**src/rtl/alu_pkg.sv**
```systemverilog
`default_nettype none
// ============================================================================
// Module   : alu_pkg
// Purpose  : Shared definitions for the multicycle ALU: ALU control codes,
//            FSM state encoding and the iteration-counter width helper.
// Ports    : none (package)
// Revision : 1.0 - initial release
// ============================================================================
package alu_pkg;

    // ALU control codes as produced by the ALU controller.
    localparam logic [2:0] ALU_ADD  = 3'b000;
    localparam logic [2:0] ALU_SUB  = 3'b001;
    localparam logic [2:0] ALU_AND  = 3'b010;
    localparam logic [2:0] ALU_OR   = 3'b011;
    localparam logic [2:0] ALU_SLT  = 3'b100;
    localparam logic [2:0] ALU_MULT = 3'b101;
    localparam logic [2:0] ALU_DIV  = 3'b110;

    // Control FSM states.
    typedef enum logic [1:0] {
        ST_IDLE = 2'd0,
        ST_ITER = 2'd1,
        ST_DONE = 2'd2
    } alu_state_t;

    // Counter must be able to hold the value WIDTH itself.
    function automatic int cnt_width(input int width);
        return $clog2(width + 1);
    endfunction

endpackage : alu_pkg
`default_nettype wire

```
**src/rtl/iter_muldiv.sv**
```systemverilog
`default_nettype none
// ============================================================================
// Module   : iter_muldiv
// Purpose  : Iterative unsigned multiply (shift-add) and divide (restoring),
//            one step per enabled clock, WIDTH steps per operation.
// Ports    : clk, reset     - clock, synchronous active-high reset
//            load           - start a new operation (captures op, a, b)
//            op             - 0 = MULT, 1 = DIV (sampled with load)
//            a, b           - operands (MULT: a*b, DIV: a/b)
//            step_en        - perform one iteration step this edge
//            lo, hi         - post-step value of the working registers;
//                             on the last step these are the final results
//                             (MULT: product low/high, DIV: quotient/rem)
//            last           - the next step is the final one
// Revision : 1.0 - initial release
// ============================================================================
module iter_muldiv
    import alu_pkg::*;
#(
    parameter int WIDTH = 16
) (
    input  logic             clk,
    input  logic             reset,
    input  logic             load,
    input  logic             op,
    input  logic [WIDTH-1:0] a,
    input  logic [WIDTH-1:0] b,
    input  logic             step_en,
    output logic [WIDTH-1:0] lo,
    output logic [WIDTH-1:0] hi,
    output logic             last
);

    localparam int CNT_W = cnt_width(WIDTH);

    // r_hi: product high / partial remainder
    // r_lo: multiplier shifting into product low / dividend shifting into quotient
    // r_opnd: multiplicand / divisor
    logic [WIDTH-1:0] r_hi;
    logic [WIDTH-1:0] r_lo;
    logic [WIDTH-1:0] r_opnd;
    logic             r_is_div;
    logic [CNT_W-1:0] r_cnt;

    logic [WIDTH:0]   w_sum;
    logic [WIDTH:0]   w_shifted;
    logic [WIDTH:0]   w_diff;
    logic [WIDTH-1:0] w_hi_next;
    logic [WIDTH-1:0] w_lo_next;

    always_comb begin
        w_sum     = '0;
        w_shifted = '0;
        w_diff    = '0;
        w_hi_next = r_hi;
        w_lo_next = r_lo;
        if (r_is_div) begin
            // Bring the next dividend bit into the remainder, try subtracting.
            w_shifted = {r_hi, r_lo[WIDTH-1]};
            w_diff    = w_shifted - {1'b0, r_opnd};
            if (w_diff[WIDTH]) begin
                // Negative: restore, quotient bit 0.
                w_hi_next = w_shifted[WIDTH-1:0];
                w_lo_next = {r_lo[WIDTH-2:0], 1'b0};
            end else begin
                w_hi_next = w_diff[WIDTH-1:0];
                w_lo_next = {r_lo[WIDTH-2:0], 1'b1};
            end
        end else begin
            // Add multiplicand if the current multiplier LSB is set, then
            // shift the {hi, lo} pair right by one, carry included.
            w_sum     = {1'b0, r_hi} + (r_lo[0] ? {1'b0, r_opnd} : '0);
            w_hi_next = w_sum[WIDTH:1];
            w_lo_next = {w_sum[0], r_lo[WIDTH-1:1]};
        end
    end

    always_ff @(posedge clk) begin
        if (reset) begin
            r_hi     <= '0;
            r_lo     <= '0;
            r_opnd   <= '0;
            r_is_div <= 1'b0;
            r_cnt    <= '0;
        end else if (load) begin
            r_hi     <= '0;
            r_lo     <= op ? a : b;
            r_opnd   <= op ? b : a;
            r_is_div <= op;
            r_cnt    <= CNT_W'(WIDTH);
        end else if (step_en && (r_cnt != '0)) begin
            r_hi  <= w_hi_next;
            r_lo  <= w_lo_next;
            r_cnt <= r_cnt - 1'b1;
        end
    end

    assign lo   = w_lo_next;
    assign hi   = w_hi_next;
    assign last = (r_cnt == CNT_W'(1));

endmodule : iter_muldiv
`default_nettype wire

```
**src/rtl/multicycle_alu.sv**
```systemverilog
`default_nettype none
// ============================================================================
// Module   : multicycle_alu
// Purpose  : Execute-stage ALU. ADD/SUB/AND/OR/SLT finish in one cycle;
//            MULT/DIV iterate over WIDTH cycles behind start/busy/done.
// Ports    : clk, reset     - clock, synchronous active-high reset
//            start          - operation request, sampled only in IDLE
//            alu_control    - 3-bit operation code (111 behaves as ADD)
//            a, b           - operands, captured on the accepted start
//            result         - low result word / quotient
//            result_hi      - product high / remainder / 0
//            zero           - registered (result == 0)
//            busy           - MULT/DIV iteration in progress
//            done           - one-cycle completion pulse
//            div_by_zero    - DIV attempted with b == 0
// Revision : 1.0 - initial release
// ============================================================================
module multicycle_alu
    import alu_pkg::*;
#(
    parameter int WIDTH = 16
) (
    input  logic             clk,
    input  logic             reset,
    input  logic             start,
    input  logic [2:0]       alu_control,
    input  logic [WIDTH-1:0] a,
    input  logic [WIDTH-1:0] b,
    output logic [WIDTH-1:0] result,
    output logic [WIDTH-1:0] result_hi,
    output logic             zero,
    output logic             busy,
    output logic             done,
    output logic             div_by_zero
);

    alu_state_t r_state;
    alu_state_t w_state_next;

    logic [WIDTH-1:0] r_result;
    logic [WIDTH-1:0] r_result_hi;
    logic             r_zero;
    logic             r_div_by_zero;

    logic             w_accept;
    logic             w_is_mult;
    logic             w_is_div;
    logic             w_b_zero;
    logic             w_iter_load;
    logic             w_step_en;
    logic             w_finish_iter;
    logic             w_slt;
    logic [WIDTH-1:0] w_single;

    logic [WIDTH-1:0] w_md_lo;
    logic [WIDTH-1:0] w_md_hi;
    logic             w_md_last;

    assign w_accept  = (r_state == ST_IDLE) && start;
    assign w_is_mult = (alu_control == ALU_MULT);
    assign w_is_div  = (alu_control == ALU_DIV);
    assign w_b_zero  = (b == '0);
    assign w_slt     = ($signed(a) < $signed(b));

    // Single-cycle datapath; codes without a dedicated case fall to ADD.
    always_comb begin
        w_single = a + b;
        case (alu_control)
            ALU_SUB: w_single = a - b;
            ALU_AND: w_single = a & b;
            ALU_OR:  w_single = a | b;
            ALU_SLT: w_single = {{(WIDTH-1){1'b0}}, w_slt};
            default: w_single = a + b;
        endcase
    end

    // FSM state register.
    always_ff @(posedge clk) begin
        if (reset) begin
            r_state <= ST_IDLE;
        end else begin
            r_state <= w_state_next;
        end
    end

    // FSM next-state and control strobes.
    always_comb begin
        w_state_next  = r_state;
        w_iter_load   = 1'b0;
        w_step_en     = 1'b0;
        w_finish_iter = 1'b0;
        case (r_state)
            ST_IDLE: begin
                if (start) begin
                    // DIV by zero short-circuits to DONE without iterating.
                    if (w_is_mult || (w_is_div && !w_b_zero)) begin
                        w_iter_load  = 1'b1;
                        w_state_next = ST_ITER;
                    end else begin
                        w_state_next = ST_DONE;
                    end
                end
            end
            ST_ITER: begin
                w_step_en = 1'b1;
                if (w_md_last) begin
                    w_finish_iter = 1'b1;
                    w_state_next  = ST_DONE;
                end
            end
            ST_DONE: begin
                w_state_next = ST_IDLE;
            end
            default: begin
                w_state_next = ST_IDLE;
            end
        endcase
    end

    iter_muldiv #(
        .WIDTH (WIDTH)
    ) u_iter_muldiv (
        .clk     (clk),
        .reset   (reset),
        .load    (w_iter_load),
        .op      (w_is_div),
        .a       (a),
        .b       (b),
        .step_en (w_step_en),
        .lo      (w_md_lo),
        .hi      (w_md_hi),
        .last    (w_md_last)
    );

    // Output registers: loaded on single-cycle/div-by-zero acceptance or on
    // the final iteration step; otherwise they hold.
    always_ff @(posedge clk) begin
        if (reset) begin
            r_result      <= '0;
            r_result_hi   <= '0;
            r_zero        <= 1'b1;
            r_div_by_zero <= 1'b0;
        end else if (w_accept) begin
            r_div_by_zero <= 1'b0;
            if (w_is_div && w_b_zero) begin
                r_result      <= '1;
                r_result_hi   <= a;
                r_zero        <= 1'b0;
                r_div_by_zero <= 1'b1;
            end else if (!(w_is_mult || w_is_div)) begin
                r_result    <= w_single;
                r_result_hi <= '0;
                r_zero      <= (w_single == '0);
            end
        end else if (w_finish_iter) begin
            r_result    <= w_md_lo;
            r_result_hi <= w_md_hi;
            r_zero      <= (w_md_lo == '0);
        end
    end

    assign result      = r_result;
    assign result_hi   = r_result_hi;
    assign zero        = r_zero;
    assign div_by_zero = r_div_by_zero;
    assign busy        = (r_state == ST_ITER);
    assign done        = (r_state == ST_DONE);

endmodule : multicycle_alu
`default_nettype wire
```
**config.mk**
```make
export PLATFORM = sky130hd
export DESIGN_NAME = multicycle_alu
export DESIGN_NICKNAME = d
export VERILOG_FILES = /design/src/rtl/alu_pkg.sv /design/src/rtl/iter_muldiv.sv /design/src/rtl/multicycle_alu.sv
export SDC_FILE = /design/constraint.sdc
export NUM_CORES = 1
export LEC_CHECK = 0
export ABC_CLOCK_PERIOD_IN_PS = 3300
export BUFFER_PORTS_ARGS = -buffer_cell sky130_fd_sc_hd__buf_2
export CAP_MARGIN = 30
export CORE_MARGIN = 3
export CORE_UTILIZATION = 56
export CTS_CLUSTER_SIZE = 24
export DETAILED_ROUTE_END_ITERATION = 10
export HOLD_SLACK_MARGIN = 0.06
export PLACE_DENSITY = 0.82
export SKIP_LAST_GASP = 1
export SYNTH_ARGS = -nofsm -noshare
export SYNTH_HDL_FRONTEND = slang
export SYNTH_SLANG_ARGS = --single-unit
```
**constraint.sdc**
```tcl
create_clock -name clk -period 3.3 [get_ports clk]
set_input_delay 0.495 -clock clk [delete_from_list [all_inputs] [get_ports clk]]
set_output_delay 0.495 -clock clk [all_outputs]
set_load 0.03 [all_outputs]
```
==> results of run 1 <==
==> worst max-delay path by stage <==
| stage | from | end |
|---|---|---|
| after global placement | a[0] | zero |
| after global routing | u_iter_muldiv.r_lo[0] | u_iter_muldiv.r_hi[14] |
| final | u_iter_muldiv.r_opnd[2] | result_hi[4] |
| after detailed placement | a[0] | zero |
| after floorplan | a[0] | zero |
| after CTS | u_iter_muldiv.r_lo[15] | result_hi[12] |
==> stage by stage <==
stage / hold WS [ns] / worst slack (ns) / setup TNS [ns]
2_1_floorplan: 0.464 / 0.134 / 0
3_3_place_gp: 0.437 / -0.0681 / -0.0980
3_5_place_dp: 0.445 / -0.177 / -0.383
4_1_cts: 0.429 / 0.00389 / 0
5_1_grt: 0.456 / -0.0640 / -0.162
6_report: 0.444 / 0.0880 / 0
==> logic make-up (layout without fill, tap and decap cells) <==
group,Yosys count,in the layout,synth area share (%)
AOI/OAI and AO/OA,361,361,29.1
xor gates and xnor gates,32,32,3.36
adders and majority gates,87,87,13.4
buffers and inverters,140,262,6.49
DFF,90,90,21.6
muxes,32,32,3.89
and+or+nand+nor,395,395,22.1
==> power breakdown <==
part | switching [mW] | internal, mW | leakage, nW
combinational | 0.786 | 0.550 | 3.42
sequential | 0.0399 | 1.14 | 0.734
clock | 0.488 | 0.615 | 0.146
==> layer usage <==
| metal | vias up | routed length (um) | track usage [%] |
|---|---|---|---|
| met5 | - | 0 | 0 |
| met4 | 0 | 1060 | 11.2 |
| met3 | 82 | 2830 | 7.12 |
| met2 | 517 | 12400 | 51.5 |
| met1 | 4256 | 11700 | 45.9 |
| li1 | 4350 | - | - |
==> cell type report <==
class	count	area [um2]	area share, %
flip-flops and latches	90	1810	18.3
well taps	180	225	2.29
repair buffers	170	1130	11.5
inverters	76	285	2.90
clock buffers	10	239	2.43
clock inverters	6	71.3	0.724
multi-input cells	907	6090	61.8
==> synth_stat cells (all sizes together), types with 8 or more instances <==
library cell | count | share of area, %
nor2b | 16 | 1.2
nor4 | 10 | 0.75
xor2 | 9 | 0.95
o21ai | 52 | 3.2
o22ai | 22 | 1.8
dfxtp | 90 | 22
o211ai | 16 | 1.5
a21oi | 117 | 7.0
a211oi | 35 | 3.3
clkbuf | 58 | 2.6
o221ai | 10 | 1.1
mux2i | 29 | 3.5
nand3 | 23 | 1.4
a21o | 10 | 0.90
ha | 83 | 12
inv | 76 | 3.4
o21a | 11 | 0.99
and2 | 19 | 1.4
nand2b | 11 | 0.83
nand4 | 8 | 0.60
nor3 | 38 | 2.3
nor2 | 169 | 7.6
a221oi | 20 | 2.2
nand2 | 71 | 3.2
xnor2 | 23 | 2.4
==> sequential cells by signal, summed over array words and instances, names as in the netlist <==
name and flops:
result_hi 16, result 16, u_iter_muldiv.r_opnd 16, div_by_zero 1
zero 1, u_iter_muldiv.r_cnt 5, u_iter_muldiv.r_lo 16, u_iter_muldiv.r_hi 16
r_state 2, u_iter_muldiv.r_is_div 1
==> repair_timing <==
item,4_1_cts,5_1_grt
hold buffers,0,0
hold endpoints to repair,0,0
pin swaps,0,6
setup endpoints to repair,6,19
gates resized for setup,4,15
buffers inserted,0,4
==> results.md, run 1 <==
- Final core utilization: 69.3%
- Final min period: 3.21 ns
- Die ar.: 16400 um2
- Core area: 14200 um2
- Final Non-Filler Cells: 1439
- Max stage delay cell, worst path: a2111o_1
- Grt ovf: 0
- Pre-Repair DR Iteration Count: 6
- Cell Area, Placed: 9400 um2
- VDD IR max: 0.299 mV
- CTS Sinks: 90
- Sequential share of the synthesized area: 21.6%
- Crit end category: flip-flop
- FF-to-FF Start: u_iter_muldiv.r_opnd[2]
- First-pass GRT wire length: 43600 um
- Power per standard cell area: 368 nW/um2
- Hpwl dp: 21000 um
- Vias in the first global route: 8339
- CTS tree: built
- Startpoint types: flip-flop
- Initial Util: 58.6%
- RD Place Congestion: 1.02
- Cell Chain, Critical Path: inv_1 > ha_1 > nor2b_2 > o31a_2 > o22ai_4 > a221oi_4 > a2111o_1 > o211ai_2 > buf_12 > mux2i_1 > a21oi_1 > a221oi_1 > nor3_1
- Final instance area: 9850 um2
- Hold Path Class: primary input to flip-flop
- Worst hold endpoint: result_hi[13]
- Nets: 1379
- DR iter-0 viols: 1129
- Syn Inst Count: 1137
- Gate family responsible for the most delay along the worst path: compound AO/OA/AOI/OAI gates
- Die width: 128 um
- Total global-route track usage: 33.2%
- HP Start: reset
- Crit path arrival time: 3.43 ns
- Die Ht: 128 um
- Worst Skew: 0.00814 ns
- Pwr Total: 3.62 mW
- Crit path buffers/inverters: 2
- P_leak: 4.30 nW
- Yosys warnings: 0
- WL per Instance: 19.5 um
- Post-synthesis async set-or-reset flop share: 0%
- Fin. max-slew vios: 0
- Worst-margin pin slew: 0.838 ns
- Worst-case reg-to-reg path depth: 13
- Via Count: 9205
- Clock buffer depth: 2
- Critical path class: flip-flop to flip-flop
- Stages on the worst setup path: 13
- Most common cell after layout, fill and taps aside: nor2_1
- Syn_nets: 1262
- DRC viols: 0
- CTS root buffer: clkbuf_16
- Clk_lat worst skew: 0.36 ns
- Commonest non-fill, non-tap cells in the layout: nor2_1 (168), a21oi_1 (116), buf_4 (94)
- Seq cells post-synth: 90
- Largest net degree at the start of global routing: 68
- Netlist Area Pre-Place: 8330 um2
- # rows: 43
- Share of cells above drive strength 1: 18.2%
- FMAX: 311 MHz
- RR Endpoint: result_hi[4]
- Num CTS Buffers: 9
- Final Cycle Share: 97.3%
- Layout fillers: 1225
- Antenna violations before repair: 0
- Routed wire length: 28000 um
- Max cap viols: 0
- CP Data Required Time: 3.51 ns
- Final hold vios: 0
- Worst Path Max Fanout: 16
- Clock-pin transition on the worst setup and hold timing paths: 0.07 ns
- H-tree lvl count: 3
- CP max stage delay: 0.44 ns
- Reg2Reg Setup Slack: 0.09 ns
- Setup Viol. Count Final: 0
- Worst hold path depth: 2
- Status: finished clean
- Routed Antenna Nets: 0
- Syn avg cell area: 7.33 um2
- Post-synthesis cell type count: 76
- Placed Cells: 1418
- Post-synth EDFFs: 0
- Layout area overhead: 18.2%
- I/O Buffers: 73
- Mean number of vias per cell: 6.40
- I/O pin cnt: 74
- Slew headroom: 44.1%
- N_diodes: 0
- Main synth FF type: dfxtp_1
(Power assumes the default switching activity.)
==> run 2, diff against run 1 <==
ABC_AREA = 1   (was unset)
CELL_PAD_IN_SITES_DETAIL_PLACEMENT = 1   (was unset)
CELL_PAD_IN_SITES_GLOBAL_PLACEMENT = 2   (was unset)
CORE_ASPECT_RATIO = 0.6   (was unset)
CORE_UTILIZATION = 30   (was 56)
==> run 2 against run 1 <==
Compared with the run above:
- die area up 95%
- power rose by 8.3%
- non-clock buffer count down 64
- combinational power is 7% higher
- register-to-register slack improved by 0.44 ns
- first-iteration DRC count down 31%
- setup slack improved by 0.27 ns
- maximum frequency grew 9.2%
- critical path type is now primary input to flip-flop
- largest power group unchanged
- highest routed layer unchanged
==> results.md, run 2 <==
- Worst hold path depth: 3
- Sequential share of the synthesized area: 20.2%
- Worst hold endpoint: u_iter_muldiv.r_opnd[3]
- Final Cycle Share: 89.2%
- Die ar.: 31900 um2
- Nets: 1684
- Startpoint types: primary input
- RD Place Congestion: 0.951
- Final hold vios: 0
- Via Count: 10200
- Most common cell after layout, fill and taps aside: nand2_1
- Reg2Reg Setup Slack: 0.53 ns
- Max stage delay cell, worst path: nor2_1
- Hpwl dp: 31700 um
- CTS root buffer: clkbuf_16
- Cell Chain, Critical Path: buf_2 > inv_1 > ha_1 > buf_4 > inv_1 > nand2_1 > inv_1 > nand2_1 > nor2_1 > nand2_1 > nand3_1 > nand2_1 > nand3_1 > nand2_1 > nor2_1 > nand2_1 > nor2_1 > nand3_1 > nand2_1 > nand2_1 > nand2_1
- Worst Skew: 0.0147 ns
- CP max stage delay: 0.46 ns
- H-tree lvl count: 3
- CP Data Required Time: 3.61 ns
- Syn avg cell area: 5.94 um2
- VDD IR max: 0.210 mV
- Slew headroom: 36.7%
- Clk_lat worst skew: 0.37 ns
- Crit end category: flip-flop
- Layout area overhead: 13.2%
- First-pass GRT wire length: 58900 um
- Worst-case reg-to-reg path depth: 17
- CTS Sinks: 90
- RSZ-0062 raised after global routing: no
- Grt ovf: 0
- I/O Buffers: 73
- Total global-route track usage: 23.8%
- Synth area leader: dfxtp_1
- DRC viols: 0
- Most frequent cell after synthesis: nand2_1
- Netlist Area Pre-Place: 8920 um2
- Vias in the first global route: 9780
- Seq cells post-synth: 90
- Num CTS Buffers: 9
- Layout fillers: 3883
- Yosys warnings: 0
- FF-to-FF Start: u_iter_muldiv.r_lo[15]
- Max cap viols: 0
- Setup Fix Bufs, Post-CTS: 0
- Final min period: 2.94 ns
- Post-synth EDFFs: 0
- Clock-pin transition on the worst setup and hold timing paths: 0.07 ns
- Antenna violations before repair: 0
- Initial Util: 30.8%
- Mean number of vias per cell: 5.17
- Setup Viol. Count Final: 0
- CTS tree: built
- # rows: 48
- Largest net degree at the start of global routing: 38
- Syn_nets: 1626
- Commonest cells in the netlist: nand2_1 (414), inv_1 (225), a21oi_1 (140)
- Multi-input logic area: 5940 um2
- Pwr Total: 3.92 mW
- Routed Antenna Nets: 0
- Pre-Repair DR Iteration Count: 5
- DR iter-0 viols: 784
- Register Area: 1800 um2
- Syn Inst Count: 1501
- Crit path arrival time: 3.26 ns
- WL per Instance: 19.8 um
- Worst-margin pin slew: 0.940 ns
- I/O pin cnt: 74
- Die width: 229 um
- P_leak: 5.32 nW
- Synth top area share: 20.2%
- FMAX: 340 MHz
- Die Ht: 140 um
- HP Start: b[3]
- RR Endpoint: zero
- Worst Path Max Fanout: 5
- Hold Buf Count CTS: 0
- Core area: 29000 um2
- Ranking of synthesized cells by area: dfxtp_1 (20%), nand2_1 (17%), ha_1 (12%)
- Power per standard cell area: 388 nW/um2
- Fin. max-slew vios: 0
- Post-cts sizing count: 0
- Share of cells above drive strength 1: 10.6%
- Post-synthesis async set-or-reset flop share: 0%
- Most used cell, CP: nand2_1
- Post-synthesis cell type count: 45
- Final setup TNS: 0 ns
- Critical path class: primary input to flip-flop
- Status: finished clean
- Main synth FF type: dfxtp_1
- Clock buffer depth: 2
- Routed wire length: 39000 um
- Hold Path Class: primary input to flip-flop
- Commonest non-fill, non-tap cells in the layout: nand2_1 (414), inv_1 (225), a21oi_1 (140)
-- run 2: final cells by class --
type	instances	share of cell area, %
inverter	235	8.75
clock buffer	11	2.40
multi-input combinational	1117	58.9
clock inverter	5	1.09
antenna	1	0.0248
sequential	90	17.8
timing repair buffer	106	6.07
tap	400	4.96
-- run 2: stage by stage --
step | setup slack [ns] | hold slack, ns | utilization (%) | instances | cell area (um2)
2_1_floorplan | 0.965 | 0.454 | - | 1501 | 8920
3_3_place_gp | 0.165 | 0.460 | 33.6 | 1948 | 9740
3_5_place_dp | 0.126 | 0.470 | 33.6 | 1948 | 9740
4_1_cts | 0.512 | 0.426 | 34.8 | 1964 | 10100
5_1_grt | 0.211 | 0.444 | 34.8 | 1964 | 10100
6_report | 0.358 | 0.438 | 34.8 | 1965 | 10100
-- run 2: critical path, delay by kind of cell --
family                   cells  cell delay, ns
buffers and inverters        5            0.76
AND/OR/NAND/NOR             15            1.67
adder cells (fa/ha/maj)      1            0.33
-- run 2: how the worst max path moves through the flow --
| stage | end | slack [ns] | start |
|---|---|---|---|
| detailed placement | zero | 0.13 | b[6] |
| global route | zero | 0.21 | b[6] |
| global placement | zero | 0.16 | b[4] |
| finish | zero | 0.36 | b[6] |
| floorplan | u_iter_muldiv.r_hi[12] | 0.97 | u_iter_muldiv.r_lo[0] |
| CTS | zero | 0.51 | b[6] |
-- run 2: cell families (layout without fill, tap and decap cells) --
family	after synthesis	in the layout	share of synthesized area, %
AOI/OAI and AO/OA	332	332	20.3
xor gates and xnor gates	15	15	1.47
adders and majority gates	87	87	12.5
buffers and inverters	294	357	13.2
DFF	90	90	20.2
muxes	2	2	0.224
other	0	1	0
and+or+nand+nor	681	681	32.1
-- run 2: layer usage --
metal | part of all wire (%) | vias up | wire (um) | GRT usage (%)
met5 | 0 | - | 0 | 0
met4 | 0.55 | 0 | 215 | 2.65
met3 | 7.7 | 17 | 3000 | 5.34
met2 | 38 | 302 | 14900 | 32.9
met1 | 53 | 4869 | 20800 | 37.8
li1 | - | 4962 | - | -
-- run 2: power breakdown --
group,internal (mW),switching (mW),leakage [nW],total (mW)
Combinational,0.413,1.02,4.41,1.44
Sequential,1.15,0.0483,0.734,1.20
Clock,0.770,0.514,0.172,1.28
Total,2.34,1.58,5.32,3.92
